==> src/rtl/hexled_scan_if.sv <==
// Load handshake and per-digit decoder drive bundle for hexled_scan.
interface hexled_scan_if #(
  parameter int DIGITS = 4,
  parameter int WIDTH  = 4*DIGITS
);
  logic              load_valid;
  logic              load_ready;
  logic [WIDTH-1:0]  load_value;
  logic              load_signed;
  logic              lz_blank_en;
  logic [3:0]        digit_value;
  logic              digit_blank;
  logic              digit_minus;
  logic [DIGITS-1:0] digit_sel;

  modport master (
    output load_valid, load_value, load_signed, lz_blank_en,
    input  load_ready, digit_value, digit_blank, digit_minus, digit_sel
  );
  modport slave (
    input  load_valid, load_value, load_signed, lz_blank_en,
    output load_ready, digit_value, digit_blank, digit_minus, digit_sel
  );
endinterface

==> src/rtl/hexled_scan.sv <==
// Multiplexed multi-digit display front end with leading-zero blanking.
// HEXLED_SCAN_DECIMAL_EN selects binary-to-decimal (double-dabble) display.
module hexled_scan #(
  parameter int DIGITS   = 4,
  parameter int WIDTH    = 16,
  parameter int SCAN_DIV = 1024
) (
  input logic          i_clock,
  input logic          i_rst_n,
  hexled_scan_if.slave bus
);
  localparam int IW = $clog2(DIGITS);
  localparam int PW = $clog2(SCAN_DIV);

  logic [PW-1:0]           r_presc;
  logic [IW-1:0]           r_idx, w_idx_nxt;
  logic                    w_presc_tc;
  logic [DIGITS-1:0][3:0]  r_nib, w_nib_nxt;
  logic                    r_lz, w_lz_nxt;
  logic [DIGITS-1:0]       w_mmask_nxt, w_blank_nxt;
  logic [DIGITS-1:0]       r_sel;
  logic [3:0]              r_val;
  logic                    r_blank, r_minus;

  assign w_presc_tc = (r_presc == PW'(SCAN_DIV-1));
  assign w_idx_nxt  = !w_presc_tc ? r_idx :
                      (r_idx == IW'(DIGITS-1)) ? '0 : r_idx + IW'(1);

`ifdef HEXLED_SCAN_DECIMAL_EN
  localparam int BD = DIGITS + DIGITS/4 + 1;
  localparam int CW = $clog2(WIDTH);

  typedef enum logic {S_IDLE, S_CONV} state_t;
  state_t              r_state, w_state_nxt;
  logic [WIDTH-1:0]    r_bin, w_mag;
  logic [WIDTH:0]      w_neg_ext;
  logic [4*BD-1:0]     r_bcd, w_bcd_adj, w_bcd_step;
  logic [CW-1:0]       r_cnt;
  logic                r_neg, r_lz_pend, w_accept, w_last, w_ovf;
  logic [DIGITS-1:0]   r_mmask, w_res_mask;
  int                  w_msd;

  assign w_accept        = bus.load_valid && (r_state == S_IDLE);
  assign w_last          = (r_state == S_CONV) && (r_cnt == CW'(WIDTH-1));
  assign bus.load_ready  = (r_state == S_IDLE);
  assign w_neg_ext       = ~{bus.load_value[WIDTH-1], bus.load_value} + (WIDTH+1)'(1);
  assign w_mag           = (bus.load_signed && bus.load_value[WIDTH-1]) ?
                           w_neg_ext[WIDTH-1:0] : bus.load_value;

  always_comb begin
    w_state_nxt = r_state;
    case (r_state)
      S_IDLE:  if (w_accept) w_state_nxt = S_CONV;
      S_CONV:  if (w_last)   w_state_nxt = S_IDLE;
      default: w_state_nxt = S_IDLE;
    endcase
  end

  // Add-3 correction precedes the shift; the last step feeds the display directly.
  always_comb begin
    w_bcd_adj = r_bcd;
    for (int d = 0; d < BD; d++)
      if (r_bcd[4*d +: 4] >= 4'd5) w_bcd_adj[4*d +: 4] = r_bcd[4*d +: 4] + 4'd3;
    w_bcd_step = {w_bcd_adj[4*BD-2:0], r_bin[WIDTH-1]};
  end

  always_comb begin
    w_ovf = r_neg && (w_bcd_step[4*(DIGITS-1) +: 4] != 4'd0);
    for (int i = DIGITS; i < BD; i++)
      if (w_bcd_step[4*i +: 4] != 4'd0) w_ovf = 1'b1;
    w_msd = 0;
    for (int i = 0; i < DIGITS; i++)
      if (w_bcd_step[4*i +: 4] != 4'd0) w_msd = i;
    w_res_mask = '0;
    for (int i = 0; i < DIGITS; i++)
      w_res_mask[i] = r_neg && (i == w_msd + 1);
    w_nib_nxt   = r_nib;
    w_lz_nxt    = r_lz;
    w_mmask_nxt = r_mmask;
    if (w_last) begin
      w_nib_nxt   = w_ovf ? '0 : w_bcd_step[4*DIGITS-1:0];
      w_mmask_nxt = w_ovf ? '1 : w_res_mask;
      w_lz_nxt    = r_lz_pend;
    end
  end

  always_ff @(posedge i_clock) begin
    if (!i_rst_n) begin
      r_state   <= S_IDLE;
      r_bin     <= '0;
      r_bcd     <= '0;
      r_cnt     <= '0;
      r_neg     <= 1'b0;
      r_lz_pend <= 1'b0;
      r_mmask   <= '0;
    end else begin
      r_state <= w_state_nxt;
      r_mmask <= w_mmask_nxt;
      if (w_accept) begin
        r_bin     <= w_mag;
        r_bcd     <= '0;
        r_cnt     <= '0;
        r_neg     <= bus.load_signed && bus.load_value[WIDTH-1];
        r_lz_pend <= bus.lz_blank_en;
      end else if (r_state == S_CONV) begin
        r_bin <= r_bin << 1;
        r_bcd <= w_bcd_step;
        r_cnt <= r_cnt + CW'(1);
      end
    end
  end
`else
  logic w_unused_signed;
  assign w_unused_signed = bus.load_signed;
  assign bus.load_ready  = 1'b1;
  assign w_nib_nxt       = bus.load_valid ? bus.load_value : r_nib;
  assign w_lz_nxt        = bus.load_valid ? bus.lz_blank_en : r_lz;
  assign w_mmask_nxt     = '0;
`endif

  // Blanking is evaluated on next-state values so outputs move with the display.
  for (genvar i = 0; i < DIGITS; i++) begin : g_blank
    if (i == 0) begin : g_lsd
      assign w_blank_nxt[i] = 1'b0;
    end else begin : g_upper
      assign w_blank_nxt[i] = w_lz_nxt && (w_nib_nxt[DIGITS-1:i] == '0) && !w_mmask_nxt[i];
    end
  end

  always_ff @(posedge i_clock) begin
    if (!i_rst_n) begin
      r_presc <= '0;
      r_idx   <= '0;
      r_nib   <= '0;
      r_lz    <= 1'b0;
      r_sel   <= DIGITS'(1);
      r_val   <= 4'd0;
      r_blank <= 1'b0;
      r_minus <= 1'b0;
    end else begin
      r_presc <= w_presc_tc ? '0 : r_presc + PW'(1);
      r_idx   <= w_idx_nxt;
      r_nib   <= w_nib_nxt;
      r_lz    <= w_lz_nxt;
      r_sel   <= DIGITS'(1) << w_idx_nxt;
      r_blank <= w_blank_nxt[w_idx_nxt];
      r_minus <= w_mmask_nxt[w_idx_nxt] & ~w_blank_nxt[w_idx_nxt];
      r_val   <= w_blank_nxt[w_idx_nxt] ? 4'd0 : w_nib_nxt[w_idx_nxt];
    end
  end

  assign bus.digit_sel   = r_sel;
  assign bus.digit_value = r_val;
  assign bus.digit_blank = r_blank;
  assign bus.digit_minus = r_minus;
endmodule

==> src/flat_wrapper.sv <==
// flat-port wrapper written by rule: the top's interface ports become plain ports
module hexled_scan_flat 
#(
  parameter int DIGITS   = 4,
  parameter int WIDTH    = 16,
  parameter int SCAN_DIV = 1024
)
  (i_clock, i_rst_n, bus_load_valid, bus_load_value, bus_load_signed, bus_lz_blank_en, bus_load_ready, bus_digit_value, bus_digit_blank, bus_digit_minus, bus_digit_sel);
  hexled_scan_if #(.DIGITS(DIGITS), .WIDTH(WIDTH)) bus_i ();
  input logic i_clock;
  input logic i_rst_n;
  input wire logic [$bits(bus_i.load_valid)-1:0] bus_load_valid;
  input wire logic [$bits(bus_i.load_value)-1:0] bus_load_value;
  input wire logic [$bits(bus_i.load_signed)-1:0] bus_load_signed;
  input wire logic [$bits(bus_i.lz_blank_en)-1:0] bus_lz_blank_en;
  output wire logic [$bits(bus_i.load_ready)-1:0] bus_load_ready;
  output wire logic [$bits(bus_i.digit_value)-1:0] bus_digit_value;
  output wire logic [$bits(bus_i.digit_blank)-1:0] bus_digit_blank;
  output wire logic [$bits(bus_i.digit_minus)-1:0] bus_digit_minus;
  output wire logic [$bits(bus_i.digit_sel)-1:0] bus_digit_sel;
  assign bus_i.load_valid = bus_load_valid;
  assign bus_i.load_value = bus_load_value;
  assign bus_i.load_signed = bus_load_signed;
  assign bus_i.lz_blank_en = bus_lz_blank_en;
  assign bus_load_ready = bus_i.load_ready;
  assign bus_digit_value = bus_i.digit_value;
  assign bus_digit_blank = bus_i.digit_blank;
  assign bus_digit_minus = bus_i.digit_minus;
  assign bus_digit_sel = bus_i.digit_sel;
  hexled_scan #(.DIGITS(DIGITS), .WIDTH(WIDTH), .SCAN_DIV(SCAN_DIV)) u_core (.i_clock(i_clock), .i_rst_n(i_rst_n), .bus(bus_i));
endmodule
==> config.mk <==
export PLATFORM = sky130hd
export DESIGN_NAME = hexled_scan_flat
export DESIGN_NICKNAME = d
export VERILOG_FILES = /design/src/rtl/hexled_scan_if.sv /design/src/rtl/hexled_scan.sv /design/src/flat_wrapper.sv
export SDC_FILE = /design/constraint.sdc
export NUM_CORES = 1
export LEC_CHECK = 0
export ABC_AREA = 1
export CORE_MARGIN = 1
export CORE_UTILIZATION = 55
export DETAILED_ROUTE_END_ITERATION = 8
export GPL_TIMING_DRIVEN = 0
export PLACE_DENSITY = 0.83
export SETUP_SLACK_MARGIN = 0.4
export SLEW_MARGIN = 25
export SYNTH_ARGS = -nofsm -noshare
export SYNTH_HDL_FRONTEND = slang
export SYNTH_SLANG_ARGS = --single-unit
==> constraint.sdc <==
create_clock -name i_clock -period 2.6 [get_ports i_clock]
set_clock_uncertainty 0.2 [all_clocks]
set_input_delay 0.52 -clock i_clock [delete_from_list [all_inputs] [get_ports i_clock]]
set_output_delay 0.52 -clock i_clock [all_outputs]
set_load 0.01 [all_outputs]
==> flow_metrics.tcl, run 1 <==
set metrics [dict create \
    fin_nets 307 \
    start_util_pct 58.0 \
    ys.warnings.count 0 \
    cts_tree "yes" \
    regToRegSetupSlack_ps 750 \
    syn_avg_cell_area_um2 7.08 \
    vias 1513 \
    drc 0 \
    dp_cells 321 \
    r2r_cells 9 \
    outcome "finished clean" \
    synth_edf_count 0 \
    crit_required_ps 1880 \
    muxShareOfSynthArea_pct 2.26 \
    critPathBufInv 1 \
    ys.flop_type "dfxtp_1" \
    vias_per_cell 4.60 \
    whs_path_depth 1 \
    hpwl_mm 2.51 \
    rsz0062_at_grt "false" \
    synth_compound_area_share_pct 1.41 \
    finalSetupViolCount 0 \
    syn_inst 250 \
    post_dp_cell_area_um2 2100 \
    fin_crit_ps 1890 \
    detail-route-antenna-nets 0 \
    synthArstFlopShare_pct 0 \
    detail_route.wl_per_cell_um 9.84 \
    end_kind "primary output" \
    post-route-period-util_pct 72.8 \
    synth_area_leaders "dfxtp_1 (43%), nand2_1 (15%), nor2_1 (8.3%)" \
    syn_area_um2 1770 \
    die_h_um 58.7 \
    postCtsSetupRepairBufs 0 \
    rows 20 \
    drive_gt1_share_pct 10.9 \
    fmax_ghz 0.528 \
    dr.pass1.iters 4 \
    hold_buffers 0 \
    hold_start "u_core.r_presc[0]" \
    cts_buffer_depth 2 \
    ios 32 \
    synth_simple_gate_area_share_pct 40.2 \
    htreeDepth 2 \
    synth_top_area_share_pct 43.0 \
    grt_pass1_wl_mm 5.51 \
    critPathTopFamily "buffers and inverters" \
    ir_worst_vdd_mv 0.397 \
    cts.repair.resized 0 \
    final-hold-violation-count 0 \
    crit_slowest_cell "clkdlybuf4s50_1" \
    root_buffer "clkbuf_4" \
    antenna_found_initial 0 \
    layoutNonFillerInstCount 329 \
    drv_cap 0 \
    port_buffers 27 \
    cp.arrival_ps 1170 \
    hold_path_end "u_core.r_presc[0]" \
    cts_buffers 5 \
    gr-total-overflow 0 \
    dieArea_um2 3450 \
    yosysTopAreaCell "dfxtp_1" \
    synth_fa_ha_area_share_pct 1.41 \
    area_delta_synth_final_pct 21.8 \
    crit_chain "clkdlybuf4s50_1" \
    diodes 0 \
    syn_nets 273 \
    tns_ps 0 \
    synth_top_family_by_area "simple AND/OR/NAND/NOR gates" \
    grtUsageTotal_pct 21.6 \
    routed_wl_mm 3.24 \
    drtIter0Drc 25 \
    synth_seq_cells 38 \
    yosysSeqAreaShare_pct 43.0 \
    grt_max_degree 12 \
    cts.clk_slew.worst_paths_ps 100 \
    grt_pass1_vias 1319 \
    fin_util_pct 70.6 \
    hold_slack_ps 250 \
    cts_sinks 38 \
    r2r-start "u_core.r_presc[0]" \
    powerDensity_nw_per_um2 489 \
    synth_xor_area_share_pct 0.495 \
    fin_ws_ps 707 \
    p_leak_nw 1.02 \
    place_congestion 0.911 \
    slew_violations 0 \
    die_w_um 58.7 \
    fin_area_um2 2160 \
    hold_class "reg2reg" \
    r2r_end "u_core.bus.digit_value[3]" \
    cp-start-kind "flip-flop" \
    crit_fanout 1 \
    clk_latency_ps 330 \
    power_mw 1.05 \
    path_class "reg2out" \
    crit_path_max_incr_delay_ps 530 \
    core_area_um2 3050 \
    pre_cts_ws_ps 525 \
    synth.distinct_cells 27 \
]
## report_power, final
group	internal [mW]	switching, mW	total [mW]
logic	0.0656	0.0710	0.137
clock network	0.131	0.174	0.306
registers	0.606	0.00706	0.613
total	0.802	0.252	1.05
## Yosys cell counts (2+ instances only)
library cell and number:
nand3_1 19, nand2_4 2, a21oi_1 5, conb_1 2, nand4_2 2, nor3_1 2, buf_4 4, inv_2 3
inv_1 35, dfxtp_1 38, nor3b_1 4, nor2_1 39, nand2_1 70, mux2i_1 4, ha_1 2, nand2_2 6
clkbuf_1 2, nor2_4 2
## state kept, by name (all words and copies together), names as in the netlist
signal                  count
u_core.bus.digit_blank      1
u_core.r_idx                2
u_core.bus.digit_sel        4
u_core.r_presc             10
u_core.bus.digit_value      4
u_core.r_nib               16
u_core.r_lz                 1
## kinds of logic after synthesis
group / after synthesis
AO/OA/AOI/OAI: 5
buffers and inverters: 45
flip-flops: 38
XOR/XNOR: 1
adder cells (fa/ha/maj): 2
AND/OR/NAND/NOR: 153
other: 2
multiplexers: 4
## per-layer routing
metal / vias up / global-route usage [%] / wire [um]
li1: 826 / - / -
met1: 642 / 27.5 / 1550
met2: 41 / 33.8 / 1480
met3: 4 / 6.37 / 155
met4: 0 / 9.86 / 51
met5: - / 0 / 0
## area by class of cell
| cell class | count | area (um^2) |
|---|---|---|
| Buffer | 7 | 48.8 |
| Clock buffer | 7 | 55.1 |
| Clock inverter | 1 | 5.00 |
| Fill cell | 280 | 897 |
| Inverter | 38 | 143 |
| Multi-Input combinational cell | 167 | 818 |
| Sequential cell | 38 | 761 |
| Tap cell | 44 | 55.1 |
| Timing Repair Buffer | 27 | 270 |
## how the worst max path moves through the flow
stage | startpoint | to | slack [ps] | depth (start not counted)
3_5_place_dp | bus_load_value[10] | u_core.bus.digit_value[3] | 520 | 11
5_1_grt | u_core.r_presc[0] | u_core.bus.digit_value[3] | 590 | 9
4_1_cts | u_core.bus.digit_sel[3] | bus_digit_sel[3] | 690 | 1
3_3_place_gp | bus_load_value[9] | u_core.bus.digit_value[3] | 560 | 11
6_report | u_core.bus.digit_sel[3] | bus_digit_sel[3] | 710 | 1
2_1_floorplan | bus_load_valid | u_core.bus.digit_value[0] | 820 | 12
## cell usage in the layout, fill, tap and decap left out
master / instances
nand2_4: 2
inv_2: 3
mux2i_1: 4
nand3_2: 1
clkinv_2: 1
nand3_1: 19
nand2_2: 6
or2_0: 1
a21oi_1: 5
inv_1: 35
nor2_2: 1
clkbuf_4: 5
nand3_4: 1
or2_2: 1
nor2_4: 2
nand3b_1: 1
ha_1: 2
nor3_1: 2
clkbuf_1: 3
xor2_1: 1
nand4_1: 1
conb_1: 2
nor2_1: 39
clkdlybuf4s50_1: 27
nand4_2: 2
nor3b_1: 4
nand2_1: 70
buf_6: 1
buf_4: 4
clkbuf_8: 1
dfxtp_1: 38
Power figures use the tool's default switching activity.
==> run 2: changes to the inputs <==
--- a/config.mk
+++ b/config.mk
@@ -7,10 +7,10 @@
 export LEC_CHECK = 0
 export ABC_AREA = 1
 export CORE_MARGIN = 1
-export CORE_UTILIZATION = 55
+export CORE_UTILIZATION = 46
 export DETAILED_ROUTE_END_ITERATION = 8
 export GPL_TIMING_DRIVEN = 0
-export PLACE_DENSITY = 0.83
+export PLACE_DENSITY = 0.74
 export SETUP_SLACK_MARGIN = 0.4
 export SLEW_MARGIN = 25
 export SYNTH_ARGS = -nofsm -noshare
==> constraint.sdc (replaced) <==
create_clock -name i_clock -period 1.5 [get_ports i_clock]
set_clock_uncertainty 0.2 [all_clocks]
set_input_delay 0.3 -clock i_clock [delete_from_list [all_inputs] [get_ports i_clock]]
set_output_delay 0.3 -clock i_clock [all_outputs]
set_load 0.01 [all_outputs]
==> flow_metrics.tcl, run 2 (synthesized netlist as in run 1, its figures left out) <==
set metrics [dict create \
    outcome "finished with violations" \
    failed_checks "negative setup slack" \
    share_seq_of_total_power_pct 52.1 \
    regToRegSetupSlack_ps -310 \
    p_leak_nw 1.20 \
    crit_fanout 7 \
    cts_buffers 5 \
    vias_per_cell 4.66 \
    hpwl_mm 2.46 \
    fin_nets 318 \
    die_h_um 64.0 \
    start_util_pct 48.0 \
    mostFrequentLayoutCells "nand2_1 (66), inv_1 (33), dfxtp_1 (33)" \
    final_common_cell "nand2_1" \
    largest_register "u_core.r_nib" \
    crit_slowest_cell "dfxtp_2" \
    largest_reg_flops 16 \
    port_buffers 27 \
    finalSetupViolCount 12 \
    power.switching_mw 0.503 \
    path_class "reg2reg" \
    r2r_end "u_core.bus.digit_value[2]" \
    crit_path_max_incr_delay_ps 350 \
    fillers 332 \
    detail_route.wl_per_cell_um 10.8 \
    ir_worst_vdd_mv 0.813 \
    drc 0 \
    drv_cap 0 \
    critical_path.startpoint "u_core.r_presc[1]" \
    fin_crit_ps 1810 \
    r2r-start "u_core.r_presc[1]" \
    fmax_ghz 0.553 \
    crit_required_ps 1540 \
    cts_sinks 38 \
    detail-route-antenna-nets 0 \
    drive_gt1_share_pct 27.0 \
    gr-total-overflow 0 \
    fin_area_um2 2440 \
    hold_class "in2reg" \
    drtIter0Drc 61 \
    ios 32 \
    fin_ws_ps -310 \
    grt_pass1_wl_mm 6.04 \
    vias 1603 \
    grt_pass1_vias 1445 \
    critPathCapture "u_core.bus.digit_value[2]" \
    grt_max_degree 12 \
    dr.pass1.iters 4 \
    place_congestion 0.848 \
    critPathTopFamily "simple AND/OR/NAND/NOR gates" \
    cp.depth 10 \
    crit_top_cell "nand2_4" \
    slew_violations 0 \
    area_delta_synth_final_pct 37.6 \
    hold_start "bus_load_valid" \
    rsz0062_at_grt "true" \
    diodes 0 \
    grtUsageTotal_pct 18.7 \
    antenna_found_initial 0 \
    switching_share_pct 24.6 \
    hold_buffers 0 \
    clk_latency_ps 290 \
    htreeDepth 2 \
    p_comb_share_pct 12.6 \
    cp.arrival_ps 1850 \
    powerDensity_nw_per_um2 840 \
    internal_power_mw 1.54 \
    routed_wl_mm 3.71 \
    crit_chain "ha_4, nand2_4, nor2_4, buf_6, nand4_4, nand2_4, nand2_1, nand2_2, nand3_4, nor2_2" \
    rows 22 \
    die_w_um 64.0 \
    fin_util_pct 66.0 \
    dieArea_um2 4100 \
    cts.clk_slew.worst_paths_ps 70 \
    pre_cts_ws_ps -320 \
    end_kind "flip-flop" \
    post-route-period-util_pct 121 \
    r2r_cells 10 \
    root_buffer "clkbuf_8" \
    final-hold-violation-count 0 \
    cts_tree "yes" \
    cts_buffer_depth 2 \
    critPathBufInv 1 \
    power_frac_clock_pct 35.4 \
    cp-start-kind "flip-flop" \
    post_dp_cell_area_um2 2150 \
    core_area_um2 3690 \
    reg_top3 "u_core.r_nib: 16 flops, u_core.r_presc: 10 flops" \
]
[run 2: metrics by stage]
| step | cells | total power, mW | hold slack [ps] | setup TNS [ps] |
|---|---|---|---|---|
| after global placement | 325 | 1.33 | 235 | -7610 |
| after global routing | 344 | 2.14 | 167 | -4560 |
| after CTS | 338 | 2.04 | 145 | -3060 |
| after floorplan | 250 | 1.24 | 228 | -448 |
| after detailed placement | 325 | 1.33 | 242 | -7830 |
| final | 344 | 2.05 | 142 | -2640 |
[run 2: power groups by stage]
stage	clock (mW)	combinational (mW)	sequential (mW)
floorplan	0	0.148	1.09
global placement	0	0.241	1.09
detailed placement	0	0.242	1.09
CTS	0.732	0.243	1.07
global route	0.777	0.288	1.07
finish	0.724	0.257	1.07
[run 2: routing by layer]
metal,GRT usage [%],wire (um)
met1,23.0,1680
met2,31.1,1810
met3,4.46,171
met4,7.67,44
met5,0,0
[run 2: timing repair]
item / 4_1_cts / 5_1_grt
setup buffers: 5 / 6
endpoints found under the hold margin: 0 / 0
resized for setup: 49 / 32
pin swaps: 12 / 12
setup endpoints to repair: 47 / 47
[run 2: how the worst min path moves through the flow]
| stage | end | depth (start not counted) |
|---|---|---|
| floorplan | u_core.r_presc[0] | 1 |
| global placement | u_core.r_presc[0] | 1 |
| detailed placement | u_core.r_presc[0] | 1 |
| CTS | u_core.r_nib[8] | 4 |
| global route | u_core.r_nib[8] | 4 |
| finish | u_core.r_nib[8] | 4 |
[run 2: layout make-up]
class                           instances  area, um^2  share of cell area, %
Sequential cell                        38         767                   31.5
Tap cell                               48        60.1                   2.47
Multi-Input combinational cell        167         978                   40.2
Timing Repair Buffer                   38         327                   13.4
Inverter                               38         145                   5.96
Clock inverter                          1        5.00                  0.205
Clock buffer                            7        86.3                   3.54
Buffer                                  7        67.6                   2.77
[run 2: tightest hold or removal path: cells and delay by family]
kind	cells	cell delay (ps)
simple gates	3	180
buf+inv	1	100
